**src/rtl/spike_shift_pkg.sv**
```systemverilog
// rtl/spike_shift_pkg.sv - shared types and helpers for the spike shift scheduler
// Contents: scheduler state enum, shift-field width, zero-shift pattern,
//           one-hot-or-zero test for shift fields up to 32 bits.
package spike_shift_pkg;

  typedef enum logic [1:0] {
    IDLE  = 2'd0,
    ISSUE = 2'd1,
    WAIT  = 2'd2,
    RESP  = 2'd3
  } sched_state_t;

  function automatic int shift_w(input int max_mag);
    return 2 * max_mag + 1;
  endfunction

  // The shift field is [0:SW-1] with the centre at index max_mag. The field
  // is symmetric, so that index is also numeric bit position max_mag.
  function automatic logic [31:0] zero_shift(input int max_mag);
    return 32'd1 << max_mag;
  endfunction

  function automatic logic is_onehot_or_zero(input logic [31:0] v);
    return (v & (v - 32'd1)) == 32'd0;
  endfunction

endpackage

```
**src/rtl/spike_shift_scheduler_rr_arbiter.sv**
```systemverilog
// rtl/spike_shift_scheduler_rr_arbiter.sv - combinational round-robin arbiter
// Ports: req   - request bits
//        ptr   - requester searched first
//        en    - when low no grant is produced
//        gnt   - one-hot grant (all zero when nothing wins)
//        gnt_id- binary index of the winner (0 when no grant)
module rr_arbiter
  import spike_shift_pkg::*;
#(
  parameter int NUM_REQ = 4,
  parameter int IDW     = $clog2(NUM_REQ)
) (
  input  logic [NUM_REQ-1:0] req,
  input  logic [IDW-1:0]     ptr,
  input  logic               en,
  output logic [NUM_REQ-1:0] gnt,
  output logic [IDW-1:0]     gnt_id
);

  logic           found;
  logic [IDW-1:0] idx;

  // Walk the requesters circularly from ptr; the first pending one wins.
  always_comb begin
    gnt    = '0;
    gnt_id = '0;
    found  = 1'b0;
    idx    = '0;
    for (int k = 0; k < NUM_REQ; k++) begin
      idx = IDW'((int'(ptr) + k) % NUM_REQ);
      if (en && !found && req[idx]) begin
        found    = 1'b1;
        gnt[idx] = 1'b1;
        gnt_id   = idx;
      end
    end
  end

endmodule

```
**src/rtl/spike_shift_scheduler.sv**
```systemverilog
// rtl/spike_shift_scheduler.sv - round-robin sharing of one registered spike shifter
// Ports: clock/reset          - clock, synchronous active-high reset
//        req_valid/req_ready  - per-requester handshake (ready = grant)
//        req_data/req_shift   - flattened per-requester volley and one-hot shift
//        sh_ip/sh_shift/sh_op - external shifter drive and its 1-cycle result
//        rsp_*                - shifted volley, owner ID and illegal-shift flag
//        busy                 - a transaction is in flight
module spike_shift_scheduler
  import spike_shift_pkg::*;
#(
  parameter int  LEN           = 8,
  parameter int  MAX_SHIFT_MAG = 2,
  parameter int  NUM_REQ       = 4,
  parameter int  IDW           = $clog2(NUM_REQ),
  localparam int SW            = shift_w(MAX_SHIFT_MAG)
) (
  input  logic                   clock,
  input  logic                   reset,
  input  logic [NUM_REQ-1:0]     req_valid,
  output logic [NUM_REQ-1:0]     req_ready,
  input  logic [NUM_REQ*LEN-1:0] req_data,
  input  logic [NUM_REQ*SW-1:0]  req_shift,
  output logic [0:LEN-1]         sh_ip,
  output logic [0:SW-1]          sh_shift,
  input  logic [0:LEN-1]         sh_op,
  output logic                   rsp_valid,
  input  logic                   rsp_ready,
  output logic [0:LEN-1]         rsp_data,
  output logic [IDW-1:0]         rsp_id,
  output logic                   rsp_err,
  output logic                   busy
);

  localparam logic [0:SW-1] ZS = SW'(zero_shift(MAX_SHIFT_MAG));

  sched_state_t   state_q;
  logic [IDW-1:0] rr_ptr_q, rr_ptr_d;
  logic [IDW-1:0] lat_id_q;
  logic           lat_err_q;
  logic [0:LEN-1] sh_ip_q;
  logic [0:SW-1]  sh_shift_q;
  logic           rsp_valid_q;
  logic [0:LEN-1] rsp_data_q;
  logic [IDW-1:0] rsp_id_q;
  logic           rsp_err_q;
  logic           busy_q;

  logic [NUM_REQ-1:0] gnt;
  logic [IDW-1:0]     gnt_id;
  logic               arb_en;
  logic [0:LEN-1]     sel_data;
  logic [0:SW-1]      sel_shift, san_shift;
  logic [31:0]        shift_ext;
  logic               sel_err;

  // No grant while reset is asserted, so nothing is accepted in that cycle.
  assign arb_en = (state_q == IDLE) && !reset;

  rr_arbiter #(
    .NUM_REQ(NUM_REQ),
    .IDW    (IDW)
  ) u_arb (
    .req   (req_valid),
    .ptr   (rr_ptr_q),
    .en    (arb_en),
    .gnt   (gnt),
    .gnt_id(gnt_id)
  );

  assign req_ready = gnt;

  // Select the winner's fields and sanitise its shift: an empty or multi-hot
  // field becomes the centre (zero) shift; multi-hot also flags an error.
  always_comb begin
    sel_data  = '0;
    sel_shift = '0;
    for (int i = 0; i < NUM_REQ; i++) begin
      if (gnt[i]) begin
        sel_data  = req_data[i*LEN +: LEN];
        sel_shift = req_shift[i*SW +: SW];
      end
    end
    shift_ext = 32'(sel_shift);
    sel_err   = !is_onehot_or_zero(shift_ext);
    san_shift = (sel_err || (sel_shift == '0)) ? ZS : sel_shift;
    rr_ptr_d  = (gnt_id == IDW'(NUM_REQ - 1)) ? '0 : gnt_id + 1'b1;
  end

  always_ff @(posedge clock) begin
    if (reset) begin
      state_q     <= IDLE;
      rr_ptr_q    <= '0;
      lat_id_q    <= '0;
      lat_err_q   <= 1'b0;
      sh_ip_q     <= '0;
      sh_shift_q  <= ZS;
      rsp_valid_q <= 1'b0;
      rsp_data_q  <= '0;
      rsp_id_q    <= '0;
      rsp_err_q   <= 1'b0;
      busy_q      <= 1'b0;
    end else begin
      case (state_q)
        IDLE: begin
          if (|gnt) begin
            // The volley goes straight into the shifter drive registers, so
            // ISSUE presents it without a separate holding copy.
            sh_ip_q    <= sel_data;
            sh_shift_q <= san_shift;
            lat_id_q   <= gnt_id;
            lat_err_q  <= sel_err;
            rr_ptr_q   <= rr_ptr_d;
            busy_q     <= 1'b1;
            state_q    <= ISSUE;
          end
        end
        ISSUE: begin
          sh_ip_q    <= '0;
          sh_shift_q <= ZS;
          state_q    <= WAIT;
        end
        WAIT: begin
          rsp_data_q  <= sh_op;
          rsp_id_q    <= lat_id_q;
          rsp_err_q   <= lat_err_q;
          rsp_valid_q <= 1'b1;
          state_q     <= RESP;
        end
        RESP: begin
          if (rsp_ready) begin
            rsp_valid_q <= 1'b0;
            busy_q      <= 1'b0;
            state_q     <= IDLE;
          end
        end
        default: state_q <= IDLE;
      endcase
    end
  end

  assign sh_ip     = sh_ip_q;
  assign sh_shift  = sh_shift_q;
  assign rsp_valid = rsp_valid_q;
  assign rsp_data  = rsp_data_q;
  assign rsp_id    = rsp_id_q;
  assign rsp_err   = rsp_err_q;
  assign busy      = busy_q;

endmodule

```
**config.mk**
```make
export PLATFORM = sky130hd
export DESIGN_NAME = spike_shift_scheduler
export DESIGN_NICKNAME = d
export VERILOG_FILES = /design/src/rtl/spike_shift_pkg.sv /design/src/rtl/spike_shift_scheduler_rr_arbiter.sv /design/src/rtl/spike_shift_scheduler.sv
export SDC_FILE = /design/constraint.sdc
export NUM_CORES = 1
export LEC_CHECK = 0
export CAP_MARGIN = 25
export CORE_ASPECT_RATIO = 1.4
export CORE_MARGIN = 5
export CORE_UTILIZATION = 46
export CTS_CLUSTER_DIAMETER = 40
export DETAILED_ROUTE_END_ITERATION = 16
export GPL_TIMING_DRIVEN = 0
export PLACE_DENSITY = 0.88
export SLEW_MARGIN = 15
export SYNTH_ARGS = -nofsm -noshare
export SYNTH_HDL_FRONTEND = slang
export SYNTH_SLANG_ARGS = --single-unit
```
**constraint.sdc**
```tcl
create_clock -name clock -period 6.2 [get_ports clock]
set_input_delay 0.62 -clock clock [delete_from_list [all_inputs] [get_ports clock]]
set_output_delay 0.62 -clock clock [all_outputs]
set_load 0.005 [all_outputs]
```
**After elaboration in Yosys (flattened, before gate mapping)**

Cells that the tools add are included.

- Output and inout bits: 30
- Word-level logic and storage cells: 112
- Input bits: 67
- Register bits after elaboration: 33

- Add/subtract/negate cells: 5
- Order comparisons: 8
- Equal/unequal tests: 6
- Multiplexer cells: 48
- Bitwise logic cells: 4
- Reduce and logical (&&, ||, !) cells: 30

Operators by type and width:

| cell | number |
|---|---|
| $mux 8 | 5 |
| $and 5x32->32 | 1 |
| $logic_not 32->1 | 1 |
| $mux 5 | 6 |
| $mux 4 | 4 |
| $pmux 8 s2 | 1 |
| $mux 2 | 7 |
| $mux 1 | 13 |
| $logic_and 1x1->1 | 12 |
| $lt 2x3->1 const B | 4 |
| $or 4x4->4 | 3 |
| $pmux 5 s2 | 1 |
| $bmux 1 s2 | 4 |
| $demux 1 s2 | 4 |
| $ge 2x1->1 const B | 4 |
| $pmux 2 s4 | 1 |
| $reduce_and 2->1 | 4 |
| $eq 2x2->1 const B | 3 |
| $reduce_bool 2->1 | 3 |
| $sub 5x1->6 const B | 1 |
| $logic_not 1->1 | 5 |
| $logic_not 5->1 | 1 |
| $add 2x1->2 const B | 2 |
| $add 2x2->2 const B | 2 |
| 8 further kinds | 9 |

**Longest topological paths before layout**

- Word-level depth: 28
- Mapped depth: 15
- Mapped depth without buffers: 12

**By module**

A second synthesis with hierarchy kept.

- Cell total of the unflattened synthesis: 259
- Area, all modules: 2192.1 um2

Modules (own cells, without submodules):

| module | cells each | times used | sequential area each (um2) | area each (um2) |
|---|---|---|---|---|
| spike_shift_scheduler | 196 | 1 | 660.6 | 1660.3 |
| rr_arbiter | 63 | 1 | 0.0 | 531.8 |

**Least setup slack after synthesis**

No wires, ideal clock.

- Path type: reg-to-reg
- Start: register rr_ptr_q[0]
- End: register sh_shift_q (netlist bit sh_shift[1])
- Clock period less this slack: 3651 ps
- Library setup time: 71 ps
- Required time: 6129 ps
- Setup slack: 2549 ps
- Stages on the path, launching flop included: 15
- Arrival time: 3581 ps
- Path buffers: 3
- Path through: dfxtp_1 -> buf_6 -> inv_1 -> ha_1 -> buf_6 -> mux4_2 -> a21oi_1 -> nor3_1 -> or3_1 -> buf_6 -> o311a_1 -> o31a_1 -> nand2b_4 -> or3_1 -> a21oi_1

- Cells in the longest elaborated chain, start to end: 28
- Elaborated cells on any way between the ends: 67
- Classes of those cells: 4 x add/sub; 8 x order compare; 1 x eq/ne; 30 x mux; 4 x bitwise; 20 x reduce/logical

RTL lines:

| item | line | text |
|---|---|---|
| start: declaration | spike_shift_scheduler.sv:37 | `logic [IDW-1:0] rr_ptr_q, rr_ptr_d;` |
| start signal: assignment | spike_shift_scheduler.sv:112 | `rr_ptr_q <= rr_ptr_d;` |
| branches (longest 15 deep; another with $lt 2x3->1) | n/a |  |
| $mux 4 * | spike_shift_scheduler_rr_arbiter.sv:31 | `if (en && !found && req[idx]) begin` |
| $mux 5 (4 in a row) | spike_shift_scheduler.sv:78 | `if (gnt[i]) begin` |
| $sub 5x1->6 | spike_shift_pkg.sv:24 | `return (v & (v - 32'd1)) == 32'd0;` |
| $and 5x32->32 | spike_shift_pkg.sv:24 |  |
| $logic_not 32->1 | spike_shift_pkg.sv:24 |  |
| $logic_not 1->1 | spike_shift_scheduler.sv:84 | `sel_err = !is_onehot_or_zero(shift_ext);` |
| $logic_or 1x1->1 | spike_shift_scheduler.sv:85 | `san_shift = (sel_err \|\| (sel_shift == '0)) ? ZS : sel_shift;` |
| $mux 5 | spike_shift_scheduler.sv:85 |  |
| $mux 5 | spike_shift_scheduler.sv:105 | `if (\|gnt) begin` |
| $pmux 5 s2 | spike_shift_scheduler.sv:103 | `case (state_q)` |
| end signal: assignment | spike_shift_scheduler.sv:109 | `sh_shift_q <= san_shift;` |
| end: declaration | spike_shift_scheduler.sv:41 | `logic [0:SW-1] sh_shift_q;` |

Every way passes the cells marked *. The select of a mux whose other input is x is not followed.
A chain may end at the register's enable or synchronous reset.

**Final worst setup path**

- Start: register rr_ptr_q[0]
- End: output req_ready[3]

- Cells in the longest elaborated chain, start to end: 16
- Elaborated cells on any way between the ends: 51
- Classes of those cells: 3 x add/sub; 8 x order compare; 23 x mux; 3 x bitwise; 14 x reduce/logical

RTL lines:

| item | line | text |
|---|---|---|
| branches (longest 15 deep; another with $lt 2x3->1) | n/a |  |
| $mux 4 * | spike_shift_scheduler_rr_arbiter.sv:31 |  |
| end: declaration | spike_shift_scheduler.sv:20 | `output logic [NUM_REQ-1:0] req_ready,` |

Marked as above.

==> impl_metrics.toml <==
[status]
run_status = "finished, final reports clean"

[critical_path]
critPathLaunchType = "flip-flop"
crit_required_ns = 5.58
reg2reg_from = "rr_ptr_q[0]$_SDFFE_PP0P_"
arrival_ns = 4.24
critPathCaptureType = "output port"
crit_buf_inv = 7
crit_type = "reg2out"
crit_start = "rr_ptr_q[0]$_SDFFE_PP0P_"
slowest_delay_ns = 0.59
r2r_cells = 14
crit_chain = "buf_6, inv_1, ha_1, buf_6, mux4_2, or3b_1, nor2_1, a221o_1, buf_2, buf_2, buf_1, clkdlybuf4s50_1"
cp_max_fo = 10
crit_cells = 12
crit_family = "buffers and inverters"
cpMaxStageDelayCell = "clkdlybuf4s50_1"

[yosys]
synth_seq_cells = 33
ys_top_cells_by_area = "dfxtp_1 (29%), ha_1 (7.3%), nor2_1 (7.2%)"
synthFlopType = "dfxtp_1"
yosys.area.top_type = "dfxtp_1"
synth_edf_count = 0
ys_async_sr_fraction = 0
syn_inst = 273
synth_area_per_cell_um2 = 8.21
ys_types = 42
yosysSeqAreaShare = 0.295
synth.net_count = 353
synth_most_common_cell = "nor2_1"
synth_warnings = 0
synth_top_area_frac = 0.295
yosys-top-cells-count = "nor2_1 (43), dfxtp_1 (33), nand2_1 (27)"
syn_area_um2 = 2240

[floorplanning]
fp-row-count = 30
dieArea_um2 = 6390
coreArea_um2 = 4800
initial_core_util = 0.467
die_y_um = 92.6
die_w_um = 69.0
io_pins = 97

[cells_and_area]
fin_cells = 440
nets = 455
antenna_cells = 0
area_growth_pct = 51.2
drive_above_1_share = 0.0691
fin_area_um2 = 3390
fill_cells = 427

[cts]
clkTransAtPathRegs_ns = 0.06
clock-root-buffer = "clkbuf_8"
cts_hold_buf = 0
post_cts_buffers = 0
clk_latency_ns = 0.28
ctsResizeCount = 0
cts_made_buffers = 5
cts_tree = "done"
cts_buffer_depth = 2
htree_levels = 2
cts_sinks = 33

[timing]
relSlewSlack = 0.451
tightest_slew_ns = 0.812
fin_setup_tns_ns = 0
whs_ns = 0.454
finClkSkew_ns = 0.00290
min_period_over_period = 0.784
rsz0062_at_grt = "no"
hold_viol_final = 0
drv_slew = 0
min_period_ns = 4.86
setup-violations-final = 0
timing.fmax_mhz = 206

[power]
ir_worst_vdd_mv = 0.201
p_leak_nw = 1.28
total_power_mw = 1.33
power_density_nw_per_um2 = 394

[placed_design]
place_inst = 432
io_buffer_count = 95
place_hpwl_mm = 5.41
place_congestion = 0.850
placed_area_um2 = 3270

[worst_hold_path]
hp-start = "sh_ip[2]$_SDFFE_PP0P_"
hold_path_depth = 2
hold_path_class = "reg2reg"

[detailed_routing]
vias = 2378
drt_iter0_markers = 76
wl_per_cell_um = 15.1
drc = 0
first_pass_iters = 4
vias_per_cell = 5.40
drt_wl_total_mm = 6.66
drtAntennaViolNets = 0

[job]
cap_viol_max_count = 0

[grt]
grt_antenna_before_repair = 0
grt_first_pass_wirelength_mm = 10.8
grt_start_max_net_pins = 11
track_usage = 0.209
grt_overflow = 0
grt_pass1_vias = 2383
==> layout make-up <==
cell class | count | area, µm² | area share
Buffer | 16 | 90.1 | 0.0266
Clock buffer | 7 | 86.3 | 0.0255
Tap cell | 64 | 80.1 | 0.0236
Sequential cell | 33 | 661 | 0.195
Inverter | 9 | 33.8 | 0.00997
Clock inverter | 1 | 30.0 | 0.00886
Multi-Input combinational cell | 215 | 1460 | 0.430
Timing Repair Buffer | 95 | 951 | 0.281
==> per-layer routing <==
layer,up-vias,wire [µm],global-route usage,share of wire
met4,0,139,0.0831,0.021
met2,100,3360,0.380,0.50
met5,-,0,0,0
li1,1190,-,-,-
met1,1080,2480,0.208,0.37
met3,8,685,0.0858,0.10
==> report_power, final <==
| part | internal [mW] | total, mW | switching (mW) |
|---|---|---|---|
| combinational | 0.392 | 0.812 | 0.420 |
| clock | 0.131 | 0.208 | 0.0772 |
| sequential | 0.273 | 0.314 | 0.0416 |
==> kinds of logic after synthesis <==
| kind of cell | share of synthesized area |
|---|---|
| AND/OR/NAND/NOR | 0.234 |
| AO/OA/AOI/OAI | 0.228 |
| flip-flops | 0.295 |
| buffers and inverters | 0.0552 |
| multiplexers | 0.112 |
| adder cells (fa/ha/maj) | 0.0770 |
==> worst min-delay path: cells and delay by family, from the launching register on <==
kind,cells,cell delay (ns)
AO/OA/AOI/OAI,1,0.05
flip-flops,1,0.33
AND/OR/NAND/NOR,1,0.04
==> worst paths after layout <==
kind	end	slack, ns
min reg2reg	sh_ip[2]$_SDFFE_PP0P_	0.45
max reg2reg	sh_shift[1]$_SDFFE_PP0P_	2.06
max	req_ready[3]	1.34
min	sh_ip[2]$_SDFFE_PP0P_	0.45
==> sequential cells by signal (all words and copies together), names as in the netlist <==
register and flops:
rsp_valid 1, rsp_err 1, sh_shift 5, rsp_data 8
rr_ptr_q 2, sh_ip 8, lat_err_q 1, lat_id_q 2
rsp_id 2, state_q 2, busy 1
==> per-stage QoR <==
| step | utilization | setup slack (ns) |
|---|---|---|
| 2_1_floorplan | - | 2.55 |
| 4_1_cts | 0.705 | 1.33 |
| 5_1_grt | 0.705 | 1.09 |
| 3_5_place_dp | 0.681 | 1.40 |
| 6_report | 0.705 | 1.34 |
| 3_3_place_gp | 0.681 | 1.44 |
==> cell usage in the layout (no fill, tap or decap), types with 8 or more instances in the layout <==
cell             count
clkdlybuf4s50_1     95
a211oi_1             9
inv_1                8
nand2_1             27
dfxtp_1             33
nor3_1               8
a22oi_1              9
mux2i_1             16
ha_1                13
nor2_1              43
o21ai_0             12
a21oi_1             23
(Power assumes the default switching activity.)
